$ cat src/rtl/alu_muldiv_pkg.sv
// alu_muldiv_pkg: shared Alu_Func encoding, mul/div FSM states and op classifiers.
// Madd/Maddu/Msub/Msubu codes exist only under ALU_MULDIV_MADD_EN.
package alu_muldiv_pkg;

    typedef enum logic [3:0] {
        ALU_ADD   = 4'd0,
        ALU_SUB   = 4'd1,
        ALU_AND   = 4'd2,
        ALU_OR    = 4'd3,
        ALU_MULT  = 4'd4,
        ALU_MULTU = 4'd5,
        ALU_DIV   = 4'd6,
        ALU_DIVU  = 4'd7,
        ALU_MFHI  = 4'd8,
        ALU_MFLO  = 4'd9,
        ALU_MTHI  = 4'd10,
        ALU_MTLO  = 4'd11
`ifdef ALU_MULDIV_MADD_EN
        ,
        ALU_MADD  = 4'd12,
        ALU_MADDU = 4'd13,
        ALU_MSUB  = 4'd14,
        ALU_MSUBU = 4'd15
`endif
    } Alu_Func_T;

    typedef enum logic [1:0] {S_IDLE, S_RUN, S_FIX} md_state_t;

    typedef enum logic {MODE_MUL, MODE_DIV} md_mode_t;

    function automatic logic is_md_start(Alu_Func_T f);
`ifdef ALU_MULDIV_MADD_EN
        return f inside {ALU_MULT, ALU_MULTU, ALU_DIV, ALU_DIVU,
                         ALU_MADD, ALU_MADDU, ALU_MSUB, ALU_MSUBU};
`else
        return f inside {ALU_MULT, ALU_MULTU, ALU_DIV, ALU_DIVU};
`endif
    endfunction

    function automatic logic is_signed_op(Alu_Func_T f);
`ifdef ALU_MULDIV_MADD_EN
        return f inside {ALU_MULT, ALU_DIV, ALU_MADD, ALU_MSUB};
`else
        return f inside {ALU_MULT, ALU_DIV};
`endif
    endfunction

    function automatic logic is_hilo(Alu_Func_T f);
        return is_md_start(f) | (f inside {ALU_MFHI, ALU_MFLO, ALU_MTHI, ALU_MTLO});
    endfunction

endpackage

$ cat src/rtl/alu_muldiv_if.sv
// alu_muldiv_if: issue/read bus between the execute stage (master) and the mul/div unit (slave).
interface alu_muldiv_if import alu_muldiv_pkg::*; #(
    parameter int DATA_W = 32
);
    logic              issue;
    Alu_Func_T         func;
    logic [DATA_W-1:0] data1;
    logic [DATA_W-1:0] data2;
    logic [DATA_W-1:0] result;
    logic              zero;
    logic              busy;
    logic              stall;
    logic              done;

    modport master (output issue, func, data1, data2, input result, zero, busy, stall, done);
    modport slave  (input issue, func, data1, data2, output result, zero, busy, stall, done);
endinterface

$ cat src/rtl/alu_muldiv_step.sv
// alu_muldiv_step: one iteration of shift-add multiply or restoring divide on {hi,lo} accumulator.
module alu_muldiv_step import alu_muldiv_pkg::*; #(
    parameter int DATA_W = 32
) (
    input  logic [2*DATA_W-1:0] acc_i,
    input  logic [DATA_W-1:0]   opnd_i,
    input  md_mode_t            mode_i,
    output logic [2*DATA_W-1:0] acc_o
);
    logic [DATA_W:0]   sum;
    logic [DATA_W+1:0] diff;
    logic [DATA_W-1:0] rem;

    // diff top bit is the borrow: set when the shifted remainder is below the divisor
    always_comb begin
        sum   = {1'b0, acc_i[2*DATA_W-1:DATA_W]} + (acc_i[0] ? {1'b0, opnd_i} : '0);
        diff  = {1'b0, acc_i[2*DATA_W-1:DATA_W-1]} - {2'b0, opnd_i};
        rem   = diff[DATA_W+1] ? acc_i[2*DATA_W-2:DATA_W-1] : diff[DATA_W-1:0];
        acc_o = (mode_i == MODE_DIV) ? {rem, acc_i[DATA_W-2:0], ~diff[DATA_W+1]}
                                     : {sum, acc_i[DATA_W-1:1]};
    end
endmodule

$ cat src/rtl/alu_muldiv.sv
// alu_muldiv: iterative signed/unsigned mul/div with HI/LO pair, move ops and pipeline stall.
// Optional Madd/Maddu/Msub/Msubu accumulate ops enabled by ALU_MULDIV_MADD_EN.
module alu_muldiv import alu_muldiv_pkg::*; #(
    parameter int DATA_W = 32,
    parameter int CNT_W  = $clog2(DATA_W + 1)
) (
    input logic         clock,
    input logic         reset_n,
    alu_muldiv_if.slave mdu
);
    localparam int W2 = 2 * DATA_W;

    md_state_t         state_q;
    md_mode_t          mode_q;
    logic [CNT_W-1:0]  cnt_q;
    logic [DATA_W-1:0] hi_q, lo_q, opnd_q;
    logic [W2-1:0]     acc_q, acc_d, prod_fix, fix_val;
    logic              neg_q, rneg_q, done_q;
    logic              busy, s1, s2;
    logic [DATA_W-1:0] a_abs, b_abs, quo, rem;
`ifdef ALU_MULDIV_MADD_EN
    logic              madd_q, msub_q;
    logic [W2-1:0]     base;
`endif

    assign busy  = state_q != S_IDLE;
    assign s1    = is_signed_op(mdu.func) & mdu.data1[DATA_W-1];
    assign s2    = is_signed_op(mdu.func) & mdu.data2[DATA_W-1];
    assign a_abs = s1 ? -mdu.data1 : mdu.data1;
    assign b_abs = s2 ? -mdu.data2 : mdu.data2;

    alu_muldiv_step #(.DATA_W(DATA_W)) u_step (
        .acc_i  (acc_q),
        .opnd_i (opnd_q),
        .mode_i (mode_q),
        .acc_o  (acc_d)
    );

    // neg_q is cleared for a zero divisor so the all-ones quotient survives unsigned
    assign quo      = neg_q ? -acc_q[DATA_W-1:0] : acc_q[DATA_W-1:0];
    assign rem      = rneg_q ? -acc_q[W2-1:DATA_W] : acc_q[W2-1:DATA_W];
    assign prod_fix = neg_q ? -acc_q : acc_q;
`ifdef ALU_MULDIV_MADD_EN
    assign base    = (mode_q == MODE_DIV) ? {rem, quo} : prod_fix;
    assign fix_val = madd_q ? {hi_q, lo_q} + base : msub_q ? {hi_q, lo_q} - base : base;
`else
    assign fix_val = (mode_q == MODE_DIV) ? {rem, quo} : prod_fix;
`endif

    always_ff @(posedge clock or negedge reset_n) begin
        if (!reset_n) begin
            state_q <= S_IDLE;
            mode_q  <= MODE_MUL;
            cnt_q   <= '0;
            hi_q    <= '0;
            lo_q    <= '0;
            opnd_q  <= '0;
            acc_q   <= '0;
            neg_q   <= 1'b0;
            rneg_q  <= 1'b0;
            done_q  <= 1'b0;
`ifdef ALU_MULDIV_MADD_EN
            madd_q  <= 1'b0;
            msub_q  <= 1'b0;
`endif
        end else begin
            done_q <= 1'b0;
            case (state_q)
                S_IDLE: if (mdu.issue) begin
                    if (is_md_start(mdu.func)) begin
                        state_q <= S_RUN;
                        cnt_q   <= CNT_W'(DATA_W);
                        acc_q   <= {{DATA_W{1'b0}}, a_abs};
                        opnd_q  <= b_abs;
                        mode_q  <= (mdu.func inside {ALU_DIV, ALU_DIVU}) ? MODE_DIV : MODE_MUL;
                        neg_q   <= (s1 ^ s2) & (|mdu.data2);
                        rneg_q  <= s1;
`ifdef ALU_MULDIV_MADD_EN
                        madd_q  <= mdu.func inside {ALU_MADD, ALU_MADDU};
                        msub_q  <= mdu.func inside {ALU_MSUB, ALU_MSUBU};
`endif
                    end
                    if (mdu.func == ALU_MTHI) hi_q <= mdu.data1;
                    if (mdu.func == ALU_MTLO) lo_q <= mdu.data1;
                end
                S_RUN: begin
                    acc_q <= acc_d;
                    cnt_q <= cnt_q - 1'b1;
                    if (cnt_q == CNT_W'(1)) state_q <= S_FIX;
                end
                S_FIX: begin
                    {hi_q, lo_q} <= fix_val;
                    done_q       <= 1'b1;
                    state_q      <= S_IDLE;
                end
                default: state_q <= S_IDLE;
            endcase
        end
    end

    assign mdu.busy   = busy;
    assign mdu.done   = done_q;
    assign mdu.stall  = mdu.issue & busy & is_hilo(mdu.func);
    assign mdu.result = (mdu.issue & ~busy) ? ((mdu.func == ALU_MFHI) ? hi_q :
                                               (mdu.func == ALU_MFLO) ? lo_q : '0) : '0;
    assign mdu.zero   = mdu.result == '0;
endmodule

$ cat src/flat_wrapper.sv
// flat-port wrapper written by rule: the top's interface ports become plain ports
module alu_muldiv_flat import alu_muldiv_pkg::*;
#(
    parameter int DATA_W = 32,
    parameter int CNT_W  = $clog2(DATA_W + 1)
)
  (clock, reset_n, mdu_issue, mdu_func, mdu_data1, mdu_data2, mdu_result, mdu_zero, mdu_busy, mdu_stall, mdu_done);
  alu_muldiv_if #(.DATA_W(DATA_W)) mdu_i ();
  input logic clock;
  input logic reset_n;
  input wire logic [$bits(mdu_i.issue)-1:0] mdu_issue;
  input wire logic [$bits(mdu_i.func)-1:0] mdu_func;
  input wire logic [$bits(mdu_i.data1)-1:0] mdu_data1;
  input wire logic [$bits(mdu_i.data2)-1:0] mdu_data2;
  output wire logic [$bits(mdu_i.result)-1:0] mdu_result;
  output wire logic [$bits(mdu_i.zero)-1:0] mdu_zero;
  output wire logic [$bits(mdu_i.busy)-1:0] mdu_busy;
  output wire logic [$bits(mdu_i.stall)-1:0] mdu_stall;
  output wire logic [$bits(mdu_i.done)-1:0] mdu_done;
  assign mdu_i.issue = mdu_issue;
  assign mdu_i.func = mdu_func;
  assign mdu_i.data1 = mdu_data1;
  assign mdu_i.data2 = mdu_data2;
  assign mdu_result = mdu_i.result;
  assign mdu_zero = mdu_i.zero;
  assign mdu_busy = mdu_i.busy;
  assign mdu_stall = mdu_i.stall;
  assign mdu_done = mdu_i.done;
  alu_muldiv #(.DATA_W(DATA_W), .CNT_W(CNT_W)) u_core (.clock(clock), .reset_n(reset_n), .mdu(mdu_i));
endmodule
$ cat config.mk
export PLATFORM = sky130hd
export DESIGN_NAME = alu_muldiv_flat
export DESIGN_NICKNAME = d
export VERILOG_FILES = /design/src/rtl/alu_muldiv_pkg.sv /design/src/rtl/alu_muldiv_if.sv /design/src/rtl/alu_muldiv_step.sv /design/src/rtl/alu_muldiv.sv /design/src/flat_wrapper.sv
export SDC_FILE = /design/constraint.sdc
export NUM_CORES = 1
export LEC_CHECK = 0
export CORE_MARGIN = 1
export CORE_UTILIZATION = 66
export CTS_CLUSTER_DIAMETER = 30
export DETAILED_ROUTE_END_ITERATION = 6
export PLACE_DENSITY_LB_ADDON = 0.05
export SYNTH_ARGS = -nofsm -noshare
export SYNTH_HDL_FRONTEND = slang
export SYNTH_SLANG_ARGS = --single-unit
$ cat constraint.sdc
create_clock -name clock -period 5.5 [get_ports clock]
set_clock_uncertainty 0.2 [all_clocks]
set_input_delay 1.1 -clock clock [delete_from_list [all_inputs] [get_ports clock]]
set_output_delay 1.1 -clock clock [all_outputs]
set_load 0.05 [all_outputs]
==> impl_metrics.yaml, run 1 <==
cts:
  post_cts_buffers: 0
  h-tree-depth: 4
  cts_resized: 0
  cts.sinks: 172
  clk_latency_ns: 0.45
  cts_buffers: 17
  tritoncts: "yes"
  path_clk_slew_ns: 0.08
  cts-root-buf: "clkbuf_16"
  cts_hold_buf: 0
  cts_buffer_depth: 2
global_route:
  grt-ovfl-total: 0
  antenna_found_initial: 0
  grt_pass1_wl_um: 81200
  grt_usage_pct: 43.9
  grt_max_degree: 77
  grt_pass1_vias: 15200
drt:
  drc: 0
  avgRoutedWirePerCell_um: 22.6
  route.vias.total: 15500
  drt_iter0_markers: 1601
  first_pass_iters: 6
  drt_wl_total_um: 51800
  drtAntennaViolNets: 0
  routed_via_density: 6.76
critical_path:
  crit_path_end_kind: "output pin"
  crit_chain: "clkdlybuf4s50_1 > nand2b_1 > nor3_2 > buf_4 > a22oi_1 > nor2_1 > nor4_1 > nand4_1 > nor2_1 > buf_4"
  worstSetupPathType: "in -> out"
  reg2reg_depth: 11
  crit_arrival_ns: 3.38
  crit_end: "mdu_zero"
  reg2reg_to: "u_core.acc_q[61]$_DFFE_PN0P_"
  setup.worst_path.start: "mdu_func[2]"
  r2r_start: "u_core.acc_q[34]$_DFFE_PN0P_"
  crit_slowest_cell: "clkdlybuf4s50_1"
  slowest_delay_ns: 0.49
  rrSetupSlack_ns: 1.38
  crit_path_start_kind: "primary input"
  crit_fanout: 32
  worstPathRequired_ns: 4.20
finish:
  area_growth_pct: 10.7
  final_cells: 2296
  diodes: 0
  fin_area_mm2: 0.0170
  nNetsFinal: 2141
  final_util_pct: 74.7
  drive_above_1_share_pct: 6.86
floorplan:
  die_x_um: 154
  io_pins: 107
  rows: 55
  design.core.area_mm2: 0.0227
  die_h_um: 154
  die-area_mm2: 0.0238
  initial_utilization_pct: 67.4
place:
  port_buffers: 106
  globalplace.congestion: 1.01
  dp.cells: 2264
  place_area_mm2: 0.0164
  dp_hpwl_um: 38700
timing:
  fmax_ghz: 0.214
  period_share_pct: 85.0
  period_needed_ns: 4.68
  slew_headroom_pct: 23.4
  hold_viol_final: 0
  worst_pin_slew_ns: 1.15
  setup_viol: 0
  rsz0062_at_grt: "false"
  finalMaxSlewViolations: 0
  tns_ns: 0
flow_run:
  cap_violations: 0
synth:
  async_flop_share_pct: 100
  synth_area_mm2: 0.0153
  yosysMostFrequentCell: "nand2_1"
  synth_top_cell_area_share_pct: 28.1
  synth_nets: 2118
  synth_cell_type_count: 79
  avgSynthCellArea_um2: 7.75
  synth.top_cells.by_area: "dfrtp_1 (28%), o21ai_0 (7.4%), nand2_1 (6.4%)"
  synth-seq-cells: 172
  synthFlopType: "dfrtp_1"
  yosys_warnings: 0
  ys_seq_area_share_pct: 28.1
  syn_inst: 1975
  synthTopCellsByCount: "nand2_1 (261), o21ai_0 (227), dfrtp_1 (172), nor2_1 (165), a21oi_1 (136)"
  synth-edff-count: 0
  yosysTopAreaCell: "dfrtp_1"
power_and_ir_drop:
  power.density_mw_per_mm2: 632
  power.leakage_nw: 7.10
  peakVddDrop_mv: 0.441
min_path:
  hp-class: "reg -> reg"
outcome:
  run_status: "finished clean"
[state kept, by name (all words and copies together) (netlist names)]
| register | count |
|---|---|
| u_core.rneg_q | 1 |
| u_core.state_q | 2 |
| u_core.hi_q | 32 |
| u_core.cnt_q | 6 |
| u_core.mdu.done | 1 |
| u_core.lo_q | 32 |
| u_core.neg_q | 1 |
| u_core.opnd_q | 32 |
| u_core.mode_q | 1 |
| u_core.acc_q | 64 |
[report_power, final]
| part | leakage, nW | total (W) | switching [W] | internal [W] |
|---|---|---|---|---|
| sequential | 2.09 | 0.00287 | 0.000996 | 0.00188 |
| clock | 0.286 | 0.00124 | 0.000628 | 0.000613 |
| combinational | 4.72 | 0.00660 | 0.00399 | 0.00261 |
[cell families (layout without fill, tap and decap cells)]
kind of cell | Yosys count | in the layout | share of synthesized area, %
muxes | 102 | 102 | 6.72
adders and majority gates | 72 | 72 | 5.98
AOI/OAI and AO/OA | 601 | 601 | 23.9
and+or+nand+nor | 658 | 658 | 20.2
buffers and inverters | 192 | 228 | 4.86
xor gates and xnor gates | 178 | 178 | 10.2
DFF | 172 | 172 | 28.1
[worst max-delay path: cells and delay by family]
| family | cells | cell delay, ns |
|---|---|---|
| and+or+nand+nor | 6 | 1.07 |
| buffers and inverters | 3 | 0.94 |
| AOI/OAI and AO/OA | 1 | 0.23 |
[cell type report]
cell class                 count  area, um2
multi-input combinational   1611      10300
fill                        1775       5750
sequential                   172       4310
timing repair buffer         125       1120
clock buffer                  17        425
tap                          285        357
inverter                      71        267
clock inverter                15        178
[per-stage QoR]
stage | worst slack (ns) | power [W] | hold WS, ns
finish | 0.824 | 0.0107 | 0.286
floorplan | 0.929 | 0.00750 | 0.250
global placement | 0.917 | 0.00908 | 0.265
global route | 0.695 | 0.0114 | 0.308
CTS | 0.843 | 0.0105 | 0.289
detailed placement | 0.849 | 0.00926 | 0.271
[routing by layer]
layer / global-route usage (%) / vias to the layer above / share of wire (%)
met5: 0 / - / 0
met4: 35.1 / 0 / 8.6
met3: 7.62 / 272 / 9.1
met2: 72.2 / 936 / 46
met1: 51.0 / 7224 / 36
li1: - / 7100 / -
[worst min path at each step]
stage,end,slack (ns),cells after the start,start
after detailed placement,u_core.opnd_q[23]$_DFFE_PN0P_,0.27,2,u_core.opnd_q[23]$_DFFE_PN0P_
after global placement,u_core.opnd_q[23]$_DFFE_PN0P_,0.26,2,u_core.opnd_q[23]$_DFFE_PN0P_
after global routing,u_core.opnd_q[24]$_DFFE_PN0P_,0.31,2,u_core.opnd_q[24]$_DFFE_PN0P_
final,u_core.opnd_q[24]$_DFFE_PN0P_,0.29,2,u_core.opnd_q[24]$_DFFE_PN0P_
after CTS,u_core.opnd_q[2]$_DFFE_PN0P_,0.29,2,u_core.opnd_q[2]$_DFFE_PN0P_
after floorplan,u_core.opnd_q[10]$_DFFE_PN0P_,0.25,2,u_core.opnd_q[10]$_DFFE_PN0P_
[cell usage in the layout, fill, tap and decap left out, types with 19 or more instances in the layout]
master and instances:
o21ai_0 227, nor3_1 46, o21ai_1 21, mux2i_1 95
xnor2_1 107, nand3_1 27, dfrtp_1 171, a21oi_1 136
ha_1 70, inv_1 70, o31ai_1 19, nor4_1 21
buf_4 52, a22oi_1 46, or3_1 28, nor2_1 165
xor2_1 71, a21o_1 23, clkdlybuf4s50_1 72, nand2_1 259
No activity file was read; power rests on OpenSTA's default activity.
==> run 2: changes to the inputs <==
- GPL_TIMING_DRIVEN: unset -> 0
==> run 2 against run 1 <==
The run now ends with DRC left. Via count up 8.5%. Sequential cell count unchanged. Global-route usage up 7.4 points. Critical path depth down 3.
==> impl_metrics.yaml, run 2 (same netlist as run 1, synthesis figures left out) <==
cts:
  h-tree-depth: 4
  clk_latency_ns: 0.46
  post_cts_buffers: 0
  tritoncts: "yes"
  cts-root-buf: "clkbuf_16"
  cts_buffers: 17
  cts.sinks: 172
  path_clk_slew_ns: 0.07
  cts_buffer_depth: 2
drt:
  route.vias.total: 16800
  avgRoutedWirePerCell_um: 25.2
  drtAntennaViolNets: 0
  drt_iter0_markers: 2102
  first_pass_iters: 7
  routed_via_density: 7.02
  drc: 1
  drt_wl_total_um: 60400
critical_path:
  crit_path_start_kind: "primary input"
  crit_chain: "clkdlybuf4s50_1 > nand2b_1 > nor3b_2 > clkbuf_1 > a22oi_1 > nor2_1 > clkdlybuf4s50_1"
  worstSetupPathType: "in -> out"
  crit_arrival_ns: 4.07
  critical-path-top-delay-family: "buffers and inverters"
  crit_path_end_kind: "output pin"
  worstPathRequired_ns: 4.20
  crit_buf_inv: 3
  crit_slowest_cell: "clkdlybuf4s50_1"
  crit_top_cell: "clkdlybuf4s50_1"
  slowest_delay_ns: 0.85
  crit_fanout: 10
timing:
  fmax_ghz: 0.186
  period_share_pct: 97.6
  finalMaxSlewViolations: 0
  setup_viol: 0
  worst_pin_slew_ns: 1.16
  whs_ns: 0.291
  hold_viol_final: 0
  slew_headroom_pct: 21.7
  rsz0062_at_grt: "false"
  tns_ns: 0
  period_needed_ns: 5.37
finish:
  nFillCells: 1660
  final_cells: 2400
  area_growth_pct: 13.1
  nNetsFinal: 2242
  regMostFlops: "u_core.acc_q"
  regArea_mm2: 0.00430
  multi_input_area_mm2: 0.0103
  final_cell_mix: "nand2_1 (261), o21ai_0 (227), dfrtp_1 (172), nor2_1 (165), a21oi_1 (136)"
  drive_above_1_share_pct: 4.36
  layout_commonest_cell: "nand2_1"
  largest_reg_flops: 64
global_route:
  grt_pass1_wl_um: 91900
  grt-ovfl-total: 0
  antenna_found_initial: 2
  grt_usage_pct: 51.4
  grt_pass1_vias: 16400
  grt_max_degree: 113
floorplan:
  design.core.area_mm2: 0.0227
  die-area_mm2: 0.0238
  io_pins: 107
  die_h_um: 154
  die_x_um: 154
  rows: 55
  initial_utilization_pct: 67.4
place:
  dp.cells: 2365
  globalplace.congestion: 1.04
  dp_hpwl_um: 45200
  port_buffers: 104
power_and_ir_drop:
  power.leakage_nw: 7.10
  power.density_mw_per_mm2: 650
  peakVddDrop_mv: 0.508
  p_total_w: 0.0113
min_path:
  hp-class: "reg -> reg"
outcome:
  violations: "DRC"
  run_status: "finished with violations"
flow_run:
  cap_violations: 0
## run 2: cell count changes in the layout (fill, tap and decap cells not counted), moves of 6 or more
cell	delta
buf_4	-50
buf_2	+7
buf_1	+10
clkdlybuf4s50_1	+30
clkbuf_1	+100
clkinv_8	-6
## run 2: area by class of cell
class,instances,share of cell area (%)
Clock buffer,18,2.48
Tap cell,285,2.06
Inverter,71,1.54
Clock inverter,14,0.744
Multi-Input combinational cell,1611,59.3
Antenna cell,3,0.0433
Buffer,121,2.77
Timing Repair Buffer,105,6.21
Sequential cell,172,24.8
## run 2: per-layer routing
metal	GRT usage (%)	wire length [um]	up-vias
met4	44.6	6060	2
met3	17.2	7660	446
li1	-	-	7313
met5	0	13	-
met1	56.8	20300	7745
met2	79.6	26300	1340
## run 2: final timing paths
kind	startpoint	end	slack, ns	depth (start not counted)
min in group asynchronous	reset_n	u_core.mdu.done$_DFF_PN0_	0.36	1
hold reg to reg	u_core.opnd_q[12]$_DFFE_PN0P_	u_core.opnd_q[12]$_DFFE_PN0P_	0.29	2
setup reg to reg	u_core.acc_q[0]$_DFFE_PN0P_	u_core.acc_q[60]$_DFFE_PN0P_	1.03	14
hold / removal	u_core.opnd_q[12]$_DFFE_PN0P_	u_core.opnd_q[12]$_DFFE_PN0P_	0.29	2
setup / recovery	mdu_func[2]	mdu_result[12]	0.13	7
max in group asynchronous	reset_n	u_core.acc_q[9]$_DFFE_PN0P_	3.71	2
## run 2: worst min-delay path, stage by stage, from the launching register on
cell     delay [ns]
dfrtp_1        0.35
nand2_1        0.05
o21ai_0        0.06
## run 2: power breakdown
part           total (W)  internal (W)  switching (W)
Sequential       0.00266       0.00188       0.000787
Clock            0.00121      0.000599       0.000608
Combinational    0.00740       0.00269        0.00470
Total             0.0113       0.00517        0.00610
## run 2: repair_timing
item                                    4_1_cts  5_1_grt
resized for setup                             3        3
endpoints found under the setup margin        3       10
hold buffers                                  0        0
## run 2: per-stage QoR
| step | instance area, um2 | worst slack [ns] | util [%] |
|---|---|---|---|
| 4_1_cts | 17300 | 0.0191 | 76.2 |
| 3_3_place_gp | 16700 | -3.95 | 73.6 |
| 3_5_place_dp | 16700 | -0.0873 | 73.7 |
| 6_report | 17300 | 0.131 | 76.3 |
| 5_1_grt | 17300 | 0.0689 | 76.2 |
| 2_1_floorplan | 15300 | 0.929 | - |
